--- config.mk ---
export PLATFORM = sky130hd
export DESIGN_NAME = div_16x8_seq
export DESIGN_NICKNAME = d
export VERILOG_FILES = /design/src/rtl/div_16x8_seq.sv
export SDC_FILE = /design/constraint.sdc
export NUM_CORES = 1
export LEC_CHECK = 0
export CAP_MARGIN = 20
export CELL_PAD_IN_SITES_DETAIL_PLACEMENT = 1
export CELL_PAD_IN_SITES_GLOBAL_PLACEMENT = 1
export CORE_MARGIN = 4
export CORE_UTILIZATION = 43
export CTS_CLUSTER_SIZE = 12
export DETAILED_ROUTE_END_ITERATION = 10
export MAX_ROUTING_LAYER = met4
export PLACE_DENSITY_LB_ADDON = 0.15
export SETUP_SLACK_MARGIN = 0.2
export SYNTH_ARGS = -nofsm -noshare
export SYNTH_HDL_FRONTEND = slang
export SYNTH_SLANG_ARGS = --single-unit
--- constraint.sdc ---
create_clock -name clk -period 3 [get_ports clk]
set_input_delay 0.45 -clock clk [delete_from_list [all_inputs] [get_ports clk]]
set_output_delay 0.45 -clock clk [all_outputs]
set_load 0.01 [all_outputs]
--- src/rtl/div_16x8_seq.sv ---
// div_16x8_seq
//   Sequential restoring divider: 16-bit dividend by 8-bit divisor. It produces
//   a 16-bit quotient and an 8-bit remainder, one quotient bit per cycle.
//   It accepts one operation in IDLE. It computes for 16 cycles in CALC, then
//   holds the result in DONE until the consumer takes it.
//
// Ports
//   clk        rising-edge clock
//   rst_n      synchronous active-low reset
//   in_valid   dividend/divisor present (honoured only in IDLE)
//   in_ready   block can accept an operation (registered, high only in IDLE)
//   N, D       dividend / divisor, sampled on the accept edge
//   out_valid  Q/REM/DBZ hold a fresh result (registered, high only in DONE)
//   out_ready  consumer takes the result (honoured only in DONE)
//   Q, REM     quotient floor(N/D) and remainder N - Q*D
//   DBZ        divide-by-zero flag; when set, Q = 16'hFFFF and REM = N[7:0]

module div_16x8_seq (
  input  logic        clk,
  input  logic        rst_n,
  input  logic        in_valid,
  output logic        in_ready,
  input  logic [15:0] N,
  input  logic [7:0]  D,
  output logic        out_valid,
  input  logic        out_ready,
  output logic [15:0] Q,
  output logic [7:0]  REM,
  output logic        DBZ
);

  typedef enum logic [1:0] {
    S_IDLE = 2'd0,
    S_CALC = 2'd1,
    S_DONE = 2'd2
  } state_t;

  state_t      state_q,     state_d;
  logic [3:0]  cnt_q,       cnt_d;
  logic [8:0]  p_q,         p_d;      // partial remainder
  logic [15:0] sh_q,        sh_d;     // dividend shifts out, quotient shifts in
  logic [7:0]  d_q,         d_d;
  logic [7:0]  n_lo_q,      n_lo_d;   // dividend low byte, the REM value when D == 0
  logic [15:0] q_q,         q_d;
  logic [7:0]  rem_q,       rem_d;
  logic        dbz_q,       dbz_d;
  logic        in_ready_q,  in_ready_d;
  logic        out_valid_q, out_valid_d;

  // One restoring step: bring in the next dividend bit, then subtract if it fits.
  logic [8:0]  t;
  logic        fits;
  logic [8:0]  p_step;
  logic [15:0] sh_step;

  always_comb begin
    t       = {p_q[7:0], sh_q[15]};
    fits    = (t >= {1'b0, d_q});
    // The partial remainder stays below D, so t < 2*D and t - D fits in 8 bits.
    p_step  = fits ? (t - {1'b0, d_q}) : t;
    sh_step = {sh_q[14:0], fits};

    // NOTE: every _d gets a hold default first, so no path through the case
    // leaves a signal unassigned and no latch can be inferred.
    state_d = state_q;
    cnt_d   = cnt_q;
    p_d     = p_q;
    sh_d    = sh_q;
    d_d     = d_q;
    n_lo_d  = n_lo_q;
    q_d     = q_q;
    rem_d   = rem_q;
    dbz_d   = dbz_q;

    unique case (state_q)
      S_IDLE: begin
        if (in_valid) begin
          sh_d    = N;
          d_d     = D;
          n_lo_d  = N[7:0];
          p_d     = 9'd0;
          cnt_d   = 4'd0;
          state_d = S_CALC;
        end
      end
      S_CALC: begin
        p_d   = p_step;
        sh_d  = sh_step;
        cnt_d = cnt_q + 4'd1;
        if (cnt_q == 4'd15) begin
          state_d = S_DONE;
          // D == 0 runs the same 16 steps so that latency is fixed.
          // The result is then forced to the defined divide-by-zero value.
          if (d_q == 8'd0) begin
            q_d   = 16'hFFFF;
            rem_d = n_lo_q;
            dbz_d = 1'b1;
          end else begin
            q_d   = sh_step;
            rem_d = p_step[7:0];
            dbz_d = 1'b0;
          end
        end
      end
      S_DONE: begin
        if (out_ready) state_d = S_IDLE;
      end
      default: state_d = S_IDLE;
    endcase

    // The handshake outputs are registered copies of the next-state decode.
    // No input reaches an output combinationally.
    in_ready_d  = (state_d == S_IDLE);
    out_valid_d = (state_d == S_DONE);
  end

  // NOTE: sequential state uses non-blocking assignments only.
  // All flops then update together on the edge, whatever order they are written in.
  always_ff @(posedge clk) begin
    if (!rst_n) begin
      state_q     <= S_IDLE;
      cnt_q       <= 4'd0;
      p_q         <= 9'd0;
      sh_q        <= 16'd0;
      d_q         <= 8'd0;
      n_lo_q      <= 8'd0;
      q_q         <= 16'd0;
      rem_q       <= 8'd0;
      dbz_q       <= 1'b0;
      in_ready_q  <= 1'b1;
      out_valid_q <= 1'b0;
    end else begin
      state_q     <= state_d;
      cnt_q       <= cnt_d;
      p_q         <= p_d;
      sh_q        <= sh_d;
      d_q         <= d_d;
      n_lo_q      <= n_lo_d;
      q_q         <= q_d;
      rem_q       <= rem_d;
      dbz_q       <= dbz_d;
      in_ready_q  <= in_ready_d;
      out_valid_q <= out_valid_d;
    end
  end

  assign in_ready  = in_ready_q;
  assign out_valid = out_valid_q;
  assign Q         = q_q;
  assign REM       = rem_q;
  assign DBZ       = dbz_q;

endmodule

Yosys cells after proc, flatten, opt, wreduce, memory -nomap -nowiden
Index checks and enable logic that the tools add are counted.
{"block": "op_classes", "add_sub_neg": 2, "magnitude_cmp": 1, "eq_ne": 5, "muxes": 14, "reduce_logical": 7}
{"op": "$mux 16", "n": 2}
{"op": "$pmux 16 s2", "n": 1}
{"op": "$mux 8", "n": 3}
{"op": "$pmux 8 s2", "n": 1}
{"op": "$ge 9x8->1", "n": 1}
{"op": "$logic_not 8->1", "n": 1}
{"op": "$pmux 4 s2", "n": 1}
{"op": "$sub 8x8->8", "n": 1}
{"op": "$mux 2", "n": 3}
{"op": "$pmux 2 s3", "n": 1}
{"op": "$reduce_and 2->1", "n": 3}
{"op": "$add 4x1->4 const B", "n": 1}
{"op": "$eq 2x2->1 const B", "n": 2}
{"op": "$eq 4x4->1 const B", "n": 1}
{"op": "$logic_not 2->1", "n": 2}
{"op": "$mux 4", "n": 1}
{"op": "$eq 2x1->1 const B", "n": 1}
{"op": "$ne 2x2->1 const B", "n": 1}
{"op": "$reduce_bool 2->1", "n": 1}
{"op": "$mux 1", "n": 1}
{"block": "totals", "reg_bits": 73, "input_bits": 28, "out_inout_bits": 27}

Logic depth before layout (Yosys ltp)
Gate-level depths: netlist of run 1.
{"block": "logic_depth", "ltp_word": 4, "ltp_mapped": 10, "mapped_depth_nobuf": 10}

Worst setup path after synthesis of run 1
No wires, ideal clock.
{"block": "synth_timing", "path_type": "flip-flop to flip-flop", "start": "reg d_q[3]", "end": "reg rem_q[1] (netlist: REM[1])", "setup_time_ns": 0.129, "t_arrival_ns": 1.864, "required_ns": 2.871, "slack_ns": 1.006, "path_stages_with_launch": 10, "path_buffers": 1, "period_less_slack_ns": 1.994, "path_cell_list": "dfxtp_1 inv_1 ha_1 a21o_1 a21oi_2 a31oi_2 nor4_4 buf_6 mux2i_1 o211ai_1"}
{"block": "synth_between", "elab_chain_len": 3, "elab_cells_between_ends": 4, "cone_classes": "order compare: 1; mux: 2; reduce/logical: 1"}
{"item": "start, declared", "line": "42", "source": "logic [7:0] d_q, d_d;"}
{"item": "start signal, assigned", "line": "125", "source": "d_q <= 8'd0;"}
{"item": "start signal, assigned", "line": "137", "source": "d_q <= d_d;"}
{"item": "$ge 9x8->1", "line": "58", "source": "fits = (t >= {1'b0, d_q});"}
{"item": "$mux 8", "line": "60", "source": "p_step = fits ? (t - {1'b0, d_q}) : t;"}
{"item": "$mux 8 *", "line": "94", "source": "if (d_q == 8'd0) begin"}
{"item": "end signal, assigned", "line": "140", "source": "rem_q <= rem_d;"}
{"item": "end, declared", "line": "45", "source": "logic [7:0] rem_q, rem_d;"}
Every way passes the cells marked *; elsewhere a longest branch is shown, timed or not.
A chain may end at the register's enable or synchronous reset.

Worst setup path in the final report of run 1
{"block": "layout_timing", "start": "reg d_q[3]", "end": "reg p_q[5]"}
{"block": "layout_between", "elab_chain_len": 3, "elab_cells_between_ends": 4, "cone_classes": "add/sub: 1; order compare: 1; mux: 2"}
{"item": "$sub 8x8->8 or $ge 9x8->1 (tied branches)", "line": "60, 58"}
{"item": "$mux 8 *", "line": "60"}
{"item": "$pmux 8 s2 *", "line": "75", "source": "unique case (state_q)"}
{"item": "end signal, assigned", "line": "135", "source": "p_q <= p_d;"}
{"item": "end, declared", "line": "40", "source": "logic [8:0] p_q, p_d;"}
Marks and branches as above.

==> results of run 1 <==
## synth_stat cells, types with 3 or more instances
library cell	number	area, sq um
a21boi_0	20	150
a22o_1	3	26.3
o21ai_1	7	35.0
o221a_2	15	169
nor2_1	15	56.3
o211ai_1	5	37.5
a21oi_1	21	105
inv_1	11	41.3
nor2b_1	6	37.5
nand2b_1	3	18.8
o22ai_1	9	56.3
mux2i_1	8	80.1
xnor2_1	3	26.3
dfxtp_1	73	1460
o21ai_0	28	140
nand3_1	13	65.1
nand2_1	58	218
nand4_1	3	18.8
clkbuf_1	19	71.3
and3_1	4	25.0
ha_1	9	113
## final timing paths
kind / from / endpoint / slack, ns
min: n_lo_q[4] / n_lo_q[4] / 0.48
max: d_q[3] / p_q[5] / 0.60
max reg2reg: d_q[3] / p_q[5] / 0.60
min reg2reg: n_lo_q[4] / n_lo_q[4] / 0.48
## power by group through the flow
stage	registers (mW)	clock network (mW)	logic [mW]
after global placement	1.09	0	0.553
final	1.07	1.03	0.578
after floorplan	1.07	0	0.431
after global routing	1.08	1.08	0.633
after CTS	1.07	1.04	0.580
after detailed placement	1.09	0	0.569
## layout by cell type, fill, tap and decap left out, types with 4 or more instances in the layout
master,netlist,layout
ha_1,9,9
o211ai_1,5,5
a21boi_0,20,20
o221a_2,15,15
clkdlybuf4s50_1,0,53
o22ai_1,9,9
mux2i_1,8,8
inv_1,11,11
nand3_1,13,13
nor2_1,15,15
bufinv_16,0,4
nor2b_1,6,6
clkbuf_8,0,10
buf_4,0,10
dfxtp_1,73,73
a21oi_1,21,21
o21ai_0,28,28
nand2_1,58,58
o21ai_1,7,7
and3_1,4,4
## logic make-up after synthesis
kind of cell	after synthesis	share of synthesized area, %
adders and majority gates	10	4.11
AOI/OAI and AO/OA	121	25.8
DFF	73	45.3
buffers and inverters	34	4.27
xor gates and xnor gates	5	1.36
and+or+nand+nor	113	16.3
muxes	9	2.83
## layout make-up
class	count	area, sq um	share of cell area, %
clock buffers	10	138	3.34
clock inverters	5	128	3.09
inverters	11	41.3	1.00
multi-input cells	258	1620	39.4
flip-flops and latches	73	1460	35.4
well taps	99	124	3.00
repair buffers	64	611	14.8
## per-layer routing
layer  global-route usage (%)  wire length [um]  part of all wire (%)  up-vias
met5                        -                 0                     0        -
met4                     7.93               146                   1.6        0
met3                     3.75               328                   3.6       12
met2                     36.3              4270                    47       59
met1                     28.5              4430                    48     1382
li1                         -                 -                     -     1406
## critical path: cells and delay by family, from the launching register on
kind            cells  cell delay [ns]
compound gates      4             0.61
flops               1             0.36
fa+ha+maj           1             0.35
simple gates        1             0.35
buf+inv             2             0.32
mux                 1             0.28
## through the flow
| stage | util (%) | setup WS, ns | total power, mW | instances |
|---|---|---|---|---|
| final | 56.9 | 0.600 | 2.68 | 520 |
| after floorplan | - | 1.01 | 1.51 | 365 |
| after detailed placement | 53.2 | 0.633 | 1.66 | 505 |
| after global placement | 53.2 | 0.737 | 1.64 | 505 |
| after global routing | 56.9 | 0.431 | 2.79 | 520 |
| after CTS | 56.9 | 0.604 | 2.69 | 520 |
## registers in the layout (all words and copies together), names as in the netlist
| signal | cells |
|---|---|
| REM | 8 |
| cnt_q | 4 |
| d_q | 8 |
| in_ready | 1 |
| n_lo_q | 8 |
| state_q | 2 |
| p_q | 8 |
| out_valid | 1 |
| sh_q | 16 |
| Q | 16 |
| DBZ | 1 |
==> results.toml, run 1 <==
[floorplan]
floorplan.rows = 31
core_region_area_sq_um = 7250
die_y_um = 94.6
dieWidth_um = 94.6
die-area_sq_um = 8940
initial_util_pct = 44.4
ioPinCount = 55

[drt]
routed_wirelength_mm = 9.18
wl_per_cell_um = 17.6
detailroute.via_count = 2859
drt_pre_antenna_iters = 4
detail_route.vias_per_cell = 5.50
initialDrtViolationCount = 88
antenna_violating_nets_post_route = 0
drt_drc_violations_left = 0

[worst_setup_path]
crit_required_ns = 3.23
critical_path_peak_fanout = 8
worst_path_largest_cell_delay_ns = 0.36
cp_slowest_cell = "dfxtp_1"
timing_worst_setup_path_type = "flop to flop"
arrival_ns = 2.63
worst_setup_path_end_kind = "flop"
r2r.worst_path.cells = 9
critical_path.cell_chain = "inv_1, ha_1, a21o_1, a21oi_2, a31oi_2, nor4_4, buf_4, mux2i_1, o21ai_1"
start_kind = "flop"

[synth]
yosysUniqueCellTypes = 46
synth_top_flop_cell = "dfxtp_1"
netlist_area_sq_um = 3220
synth_nets = 403
syn-mean-instance-area_sq_um = 8.83
postSynth.asyncResetShare_pct = 0
synth.ff_latch_count = 73
synth_enable_flop_cells = 0
syn-instance-count = 365
ys_warn_count = 0
ys_seq_area_share_pct = 45.3

[sta]
finalSetupViolations = 0
hold_ws_ns = 0.484
clock-skew-final_ns = 0.00869
grt_setup_unrepaired = "no"
report.final.slew_viol_count = 0
worstMarginPinSlew_ns = 0.629
fmax_mhz = 417
layout_worst_path_cycle_share_pct = 80.0
final_layout_setup_total_negative_slack_ns = 0
slew_headroom_pct = 58.0
post-route-min-period_ns = 2.40
finalHoldViolations = 0

[place]
hpwl_mm = 6.49
io_buffers = 54
place_area_sq_um = 3860
gp_congestion = 0.835

[clock_network]
h-tree-depth = 3
hold_buffers = 0
clock_tree_from_tritoncts = "done"
cts_root_buf = "clkbuf_8"
cts_setup_buffers = 0
cts-buffers-inserted = 9
clkSinkCount = 73
cts.path.max_buffers = 2
clock_transition_at_path_regs_ns = 0.08
source_to_sink_clock_delay_at_the_later_pin_of_the_worst_skew_pair_ns = 0.35
post_cts.resized_instances = 0

[global_routing]
grt.total_usage_pct = 22.5
via_count_of_the_first_global_routing_pass = 2981
grt_remaining_overflow = 0
largest_net_degree_at_the_start_of_global_routing = 29
grt_pass1_wl_mm = 15.2
grt_antenna_before_repair = 0

[power]
p_leak_nw = 1.54
total_switching_power_mw = 0.742
combinationalPowerShare_pct = 21.6
worst_ir_drop_vdd_uv = 298
pwr_density_cell_nw_per_um2 = 649
power.share.clock_pct = 38.5
pwr-share-seq_pct = 39.9
internal-power_mw = 1.94
sw_frac_of_total_pct = 27.7

[layout]
post-route-cell-area_sq_um = 4130
insertedDiodeCount = 0
drive_above_1_share_pct = 11.6
finalNetCount = 455
area_growth_syn_to_layout_pct = 28.0
n_fill_cell = 855

[status]
run_status = "finished, final reports clean"

[run]
max_capacitance_violation_total = 0

[min_path]
hold_path_class = "flop to flop"
whs_path_depth = 2
(Power assumes the default switching activity.)
==> run 2: changes to the inputs <==
Settings changed: CORE_UTILIZATION 43 to 36.
Clock period 3 ns to 2 ns, I/O delays scaled along.
==> run 2 against run 1 <==
- the flow now finishes with violations (setup timing)
- sequential cell count unchanged
- combinational power grew to 3.3 times the previous value
- via count up 9.0%
- final cell count is 13% higher
- critical path depth increased by 1
- core utilization decreased by 2.0 points
- count of clock-buffer cells in the layout is 1 higher
- fmax is 14% higher
- setup slack got worse by 0.70 ns
- sequential power grew 50%
- clock skew is 0.0011 ns higher
- critical endpoint is now p_q[2]
==> results.toml, run 2 (same netlist as run 1, synthesis figures left out) <==
[layout]
final_util_pct = 54.9
area_growth_syn_to_layout_pct = 48.6
insertedDiodeCount = 0
finalNetCount = 510
leading_cell_type_in_the_layout_fill_and_taps_excluded = "dfxtp_1"
final_cell_mix = "dfxtp_1 (62), nand2_1 (58), buf_4 (57)"
drive_above_1_share_pct = 30.8
final_cells = 585

[floorplan]
floorplan.rows = 34
initial_util_pct = 37.0
die_y_um = 103
ioPinCount = 55
core_region_area_sq_um = 8720
dieWidth_um = 103
die-area_sq_um = 10500

[drt]
wl_per_cell_um = 17.9
routed_wirelength_mm = 10.4
antenna_violating_nets_post_route = 0
initialDrtViolationCount = 113
drt_drc_violations_left = 0
detail_route.vias_per_cell = 5.33
drt_pre_antenna_iters = 4
detailroute.via_count = 3117

[power]
sw_frac_of_total_pct = 32.5
combinationalPowerShare_pct = 41.0
power.share.clock_pct = 23.9
internal-power_mw = 3.09
total_switching_power_mw = 1.49
worst_ir_drop_vdd_uv = 394
total_power_mw = 4.58
pwr-share-seq_pct = 35.1
pwr_density_cell_nw_per_um2 = 956
p_leak_nw = 1.84

[clock_network]
cts-buffers-inserted = 9
h-tree-depth = 3
source_to_sink_clock_delay_at_the_later_pin_of_the_worst_skew_pair_ns = 0.35
clock_tree_from_tritoncts = "done"
hold_buffers = 0
cts.path.max_buffers = 2
clkSinkCount = 73
clock_transition_at_path_regs_ns = 0.08
cts_root_buf = "clkbuf_8"

[sta]
report.final.slew_viol_count = 0
post-route-worst-setup-slack_ns = -0.104
finalSetupViolations = 15
clock-skew-final_ns = 0.00979
slew_headroom_pct = 67.8
post-route-min-period_ns = 2.10
worstMarginPinSlew_ns = 0.479
fmax_mhz = 475
finalHoldViolations = 0
grt_setup_unrepaired = "yes"
hold_ws_ns = 0.415
layout_worst_path_cycle_share_pct = 105

[global_routing]
grt_remaining_overflow = 0
grt_pass1_wl_mm = 16.4
via_count_of_the_first_global_routing_pass = 3258
grt.total_usage_pct = 20.7
largest_net_degree_at_the_start_of_global_routing = 29
grt_antenna_before_repair = 0

[worst_setup_path]
critical_path_peak_fanout = 5
crit_required_ns = 2.23
timing_worst_setup_path_type = "flop to flop"
arrival_ns = 2.33
worst_setup_path_end_kind = "flop"
start_kind = "flop"

[status]
failed_checks = "setup timing"
run_status = "finished with violations"

[min_path]
hold_path_class = "input pin to flop"

[place]
dp.cells = 550
placement.setup.worst_slack_ns = -0.166
hpwl_mm = 7.01
gp_congestion = 0.794
io_buffers = 54

[run]
max_capacitance_violation_total = 0
==> run 2: cell count changes in the layout (fill, tap and decap cells not counted), moves of 4 or more <==
cell / delta
ha_4: +6
ha_1: -7
mux2i_4: +6
dfxtp_1: -11
mux2i_1: -7
dfxtp_2: +11
bufinv_16: -4
inv_1: -5
buf_4: +47
inv_2: +5
==> run 2: routing by layer <==
metal	up-vias	wire, um	part of all wire (%)	GRT usage [%]
met4	0	227	2.2	7.27
met1	1503	4470	43	24.9
met2	81	5300	51	34.6
met5	-	0	0	-
met3	16	448	4.3	4.13
li1	1517	-	-	-
==> run 2: worst paths after layout <==
kind	start	endpoint	slack [ns]	depth (start not counted)
setup reg to reg	d_q[3]	p_q[2]	-0.10	10
setup / recovery	d_q[3]	p_q[2]	-0.10	10
hold / removal	rst_n	REM[5]	0.41	3
hold reg to reg	n_lo_q[4]	n_lo_q[4]	0.48	2
==> run 2: worst max-delay path: stages (launching register included) <==
cell     delay [ns]
dfxtp_2        0.34
inv_2          0.04
ha_4           0.22
a21o_1         0.16
a21oi_2        0.22
a31oi_4        0.12
nor4_4         0.23
buf_12         0.16
buf_8          0.13
mux2i_4        0.26
o21ai_1        0.08
==> run 2: through the flow <==
| stage | setup TNS, ns | cell area (sq um) |
|---|---|---|
| 5_1_grt | -2.54 | 4790 |
| 6_report | -1.00 | 4790 |
| 2_1_floorplan | 0 | 3300 |
| 4_1_cts | -0.0632 | 4650 |
| 3_3_place_gp | -0.404 | 4240 |
| 3_5_place_dp | -0.995 | 4240 |
==> run 2: power by group through the flow <==
stage / registers, mW / logic, mW / clock network (mW)
2_1_floorplan: 1.62 / 0.679 / 0
3_3_place_gp: 1.63 / 1.03 / 0
3_5_place_dp: 1.63 / 1.05 / 0
4_1_cts: 1.60 / 1.49 / 1.11
5_1_grt: 1.62 / 2.00 / 1.19
6_report: 1.61 / 1.88 / 1.10
==> run 2: cell type report <==
cell class | count | area, sq um
inverter | 11 | 41.3
clock inverter | 5 | 38.8
multi-input combinational | 258 | 1870
fill | 986 | 3930
tap | 108 | 135
clock buffer | 11 | 141
timing repair buffer | 119 | 1090
sequential | 73 | 1480
==> run 2: repair_timing <==
item                                    in CTS  in global routing
pin swaps                                   14                  8
gates resized for setup                     31                 22
endpoints found under the setup margin      17                 18
setup buffers                               14                  5
==> run 3: changes to the inputs <==
Settings changed: HOLD_SLACK_MARGIN set to 0.08.
==> results of run 3 <==
Final layout, timing and power as in run 2 (identical DEF).
==> RTL change: new RTL, settings of run 3 <==
Encoding of `state_t`: now one-hot (3 bits for 3 states).
--- a/src/rtl/div_16x8_seq.sv
+++ b/src/rtl/div_16x8_seq.sv
@@ -29,10 +29,10 @@
   output logic        DBZ
 );
 
-  typedef enum logic [1:0] {
-    S_IDLE = 2'd0,
-    S_CALC = 2'd1,
-    S_DONE = 2'd2
+  typedef enum logic [2:0] {
+    S_IDLE = 3'b001,
+    S_CALC = 3'b010,
+    S_DONE = 3'b100
   } state_t;
 
   state_t      state_q,     state_d;
Check against the original RTL: no difference found for any inputs over 10 cycles, from zero or initial values and one cycle with rst_n low; not proved beyond that.
==> RTL change against run 3 <==
The run still ends with setup timing left. Cell area is 1.3% higher. Global-route usage down 0.24 points. Sequential cell count grew 1. Routed wire length rose by 8.7%. Highest routed layer unchanged. Fmax down 0.60%. Count of clock-buffer cells in the layout down 2. Synthesized area increased by 2.9%. Setup slack worse by 13 ps.
Power is not compared: it rests on default switching activity, and its combinational part moved more than twofold at a synthesized area within 25%.
==> RTL change: results (changes against run 3) <==
- Status: finished with violations
- Failing checks: setup timing
- Syn nets: 447 (+11%)
- Top post-synthesis cells by area: dfxtp_1 (45%), nand2_1 (8.8%), a21oi_1 (6.0%), nor2_1 (3.6%), ha_1 (3.4%)
- Fillcell total: 1053 (+6.8%)
- Met2 GRT Util: 0.353 (+0.00772)
- Register area share after synthesis: 0.447 (-0.00679)
- Share of cells above drive strength 1: 0.265 (-0.0434)
- Most frequent cells after synthesis: nand2_1 (78), dfxtp_1 (74), a21oi_1 (40), nor2_1 (32), clkbuf_1 (21)
- Met3 wire length: 488 µm (+8.9%)
- HP Start: n_lo_q[6]
- Setup tns final: -708 ps (+295 ps)
- Setup-failing EPs final: 12 (-3)
- Pin count of the biggest net entering global routing: 33 (+14%)
- Initial DRC Count: 143 (+27%)
- Final setup margin: -116 ps (-12.7 ps)
- GRT Util Overall: 0.205 (-0.00244)
- Met1 Routed Length: 4780 µm (+6.8%)
- Worst R2R End: REM[3]
- Via Count: 3457 (+11%)
- Min-Delay Path Class: flip-flop to flip-flop
- First-pass GRT wire length: 17700 µm (+7.9%)
- Layout Skew: 7.89 ps (-1.90 ps)
- Worst Tran Pin Value: 470 ps (-8.78 ps)
- GR Util met3: 0.0515 (+0.0102)
- Gp weighted congestion: 0.803 (+1.1%)
- WHS Endpoint: n_lo_q[6]
[RTL change: cell types whose count changed after synthesis, moves of 5 or more]
cell      change
nor2b_1       -5
nor3_1       +10
a21boi_0     -20
o221a_2      -13
o21ai_0      -11
a31oi_1      +13
o22ai_1       +6
nor2_1       +17
a311oi_1      +8
o21ai_1       -7
a21oi_1      +19
mux2i_1       -7
nand2_1      +20
[RTL change: final cells by class]
type | instances | area, µm² | area share
flip-flops and latches | 74 | 1500 | 0.308
multi-input cells | 298 | 1930 | 0.399
repair buffers | 107 | 1040 | 0.214
well taps | 108 | 135 | 0.0279
clock buffers | 9 | 124 | 0.0255
clock inverters | 7 | 85.1 | 0.0175
inverters | 11 | 41.3 | 0.00851
[RTL change: timing repair]
item,4_1_cts,5_1_grt
hold buffers,0,0
pin swaps,18,21
setup buffers,3,8
gates resized for setup,22,29
cloned,0,1
endpoints found under the setup margin,19,35
[RTL change: power groups by stage]
stage | Clock (mW) | Combinational [mW] | Sequential (mW)
floorplan | 0 | 0.409 | 1.59
detailed placement | 0 | 0.667 | 1.61
global placement | 0 | 0.650 | 1.60
global route | 1.35 | 0.924 | 1.58
CTS | 1.30 | 0.726 | 1.57
finish | 1.26 | 0.860 | 1.57
[RTL change: worst max path at each step]
| stage | start | end | slack (ps) | cells after the start |
|---|---|---|---|---|
| after global routing | d_q[6] | REM[1] | -200 | 10 |
| after CTS | d_q[4] | REM[3] | -40 | 9 |
| after detailed placement | p_q[2] | REM[7] | -100 | 7 |
| final | d_q[4] | REM[3] | -120 | 9 |
| after floorplan | d_q[4] | REM[5] | 100 | 9 |
| after global placement | d_q[7] | REM[3] | -40 | 8 |
[RTL change: stage by stage]
step | setup WS (ps) | area (µm²) | instances | util | total power [mW]
2_1_floorplan | 104 | 3410 | 409 | - | 2.00
3_3_place_gp | -40.0 | 4340 | 586 | 0.490 | 2.25
3_5_place_dp | -102 | 4340 | 586 | 0.490 | 2.27
4_1_cts | -36.6 | 4670 | 605 | 0.527 | 3.59
5_1_grt | -201 | 4850 | 614 | 0.548 | 3.86
6_report | -116 | 4850 | 614 | 0.548 | 3.69
[RTL change: logic make-up (layout without fill, tap and decap cells)]
group	Yosys count	after routing	synth area share
AND/OR/NAND/NOR	164	164	0.223
AO/OA/AOI/OAI	120	120	0.232
flip-flops	74	74	0.447
buffers and inverters	37	134	0.0472
adder cells (fa/ha/maj)	10	10	0.0400
XOR/XNOR	3	3	0.00792
multiplexers	1	1	0.00302
[RTL change: critical path: cells and delay by family (launching register included)]
family	cells	cell delay [ps]
simple gates	5	1100
fa+ha+maj	1	270
flops	1	340
buf+inv	2	200
compound gates	1	90
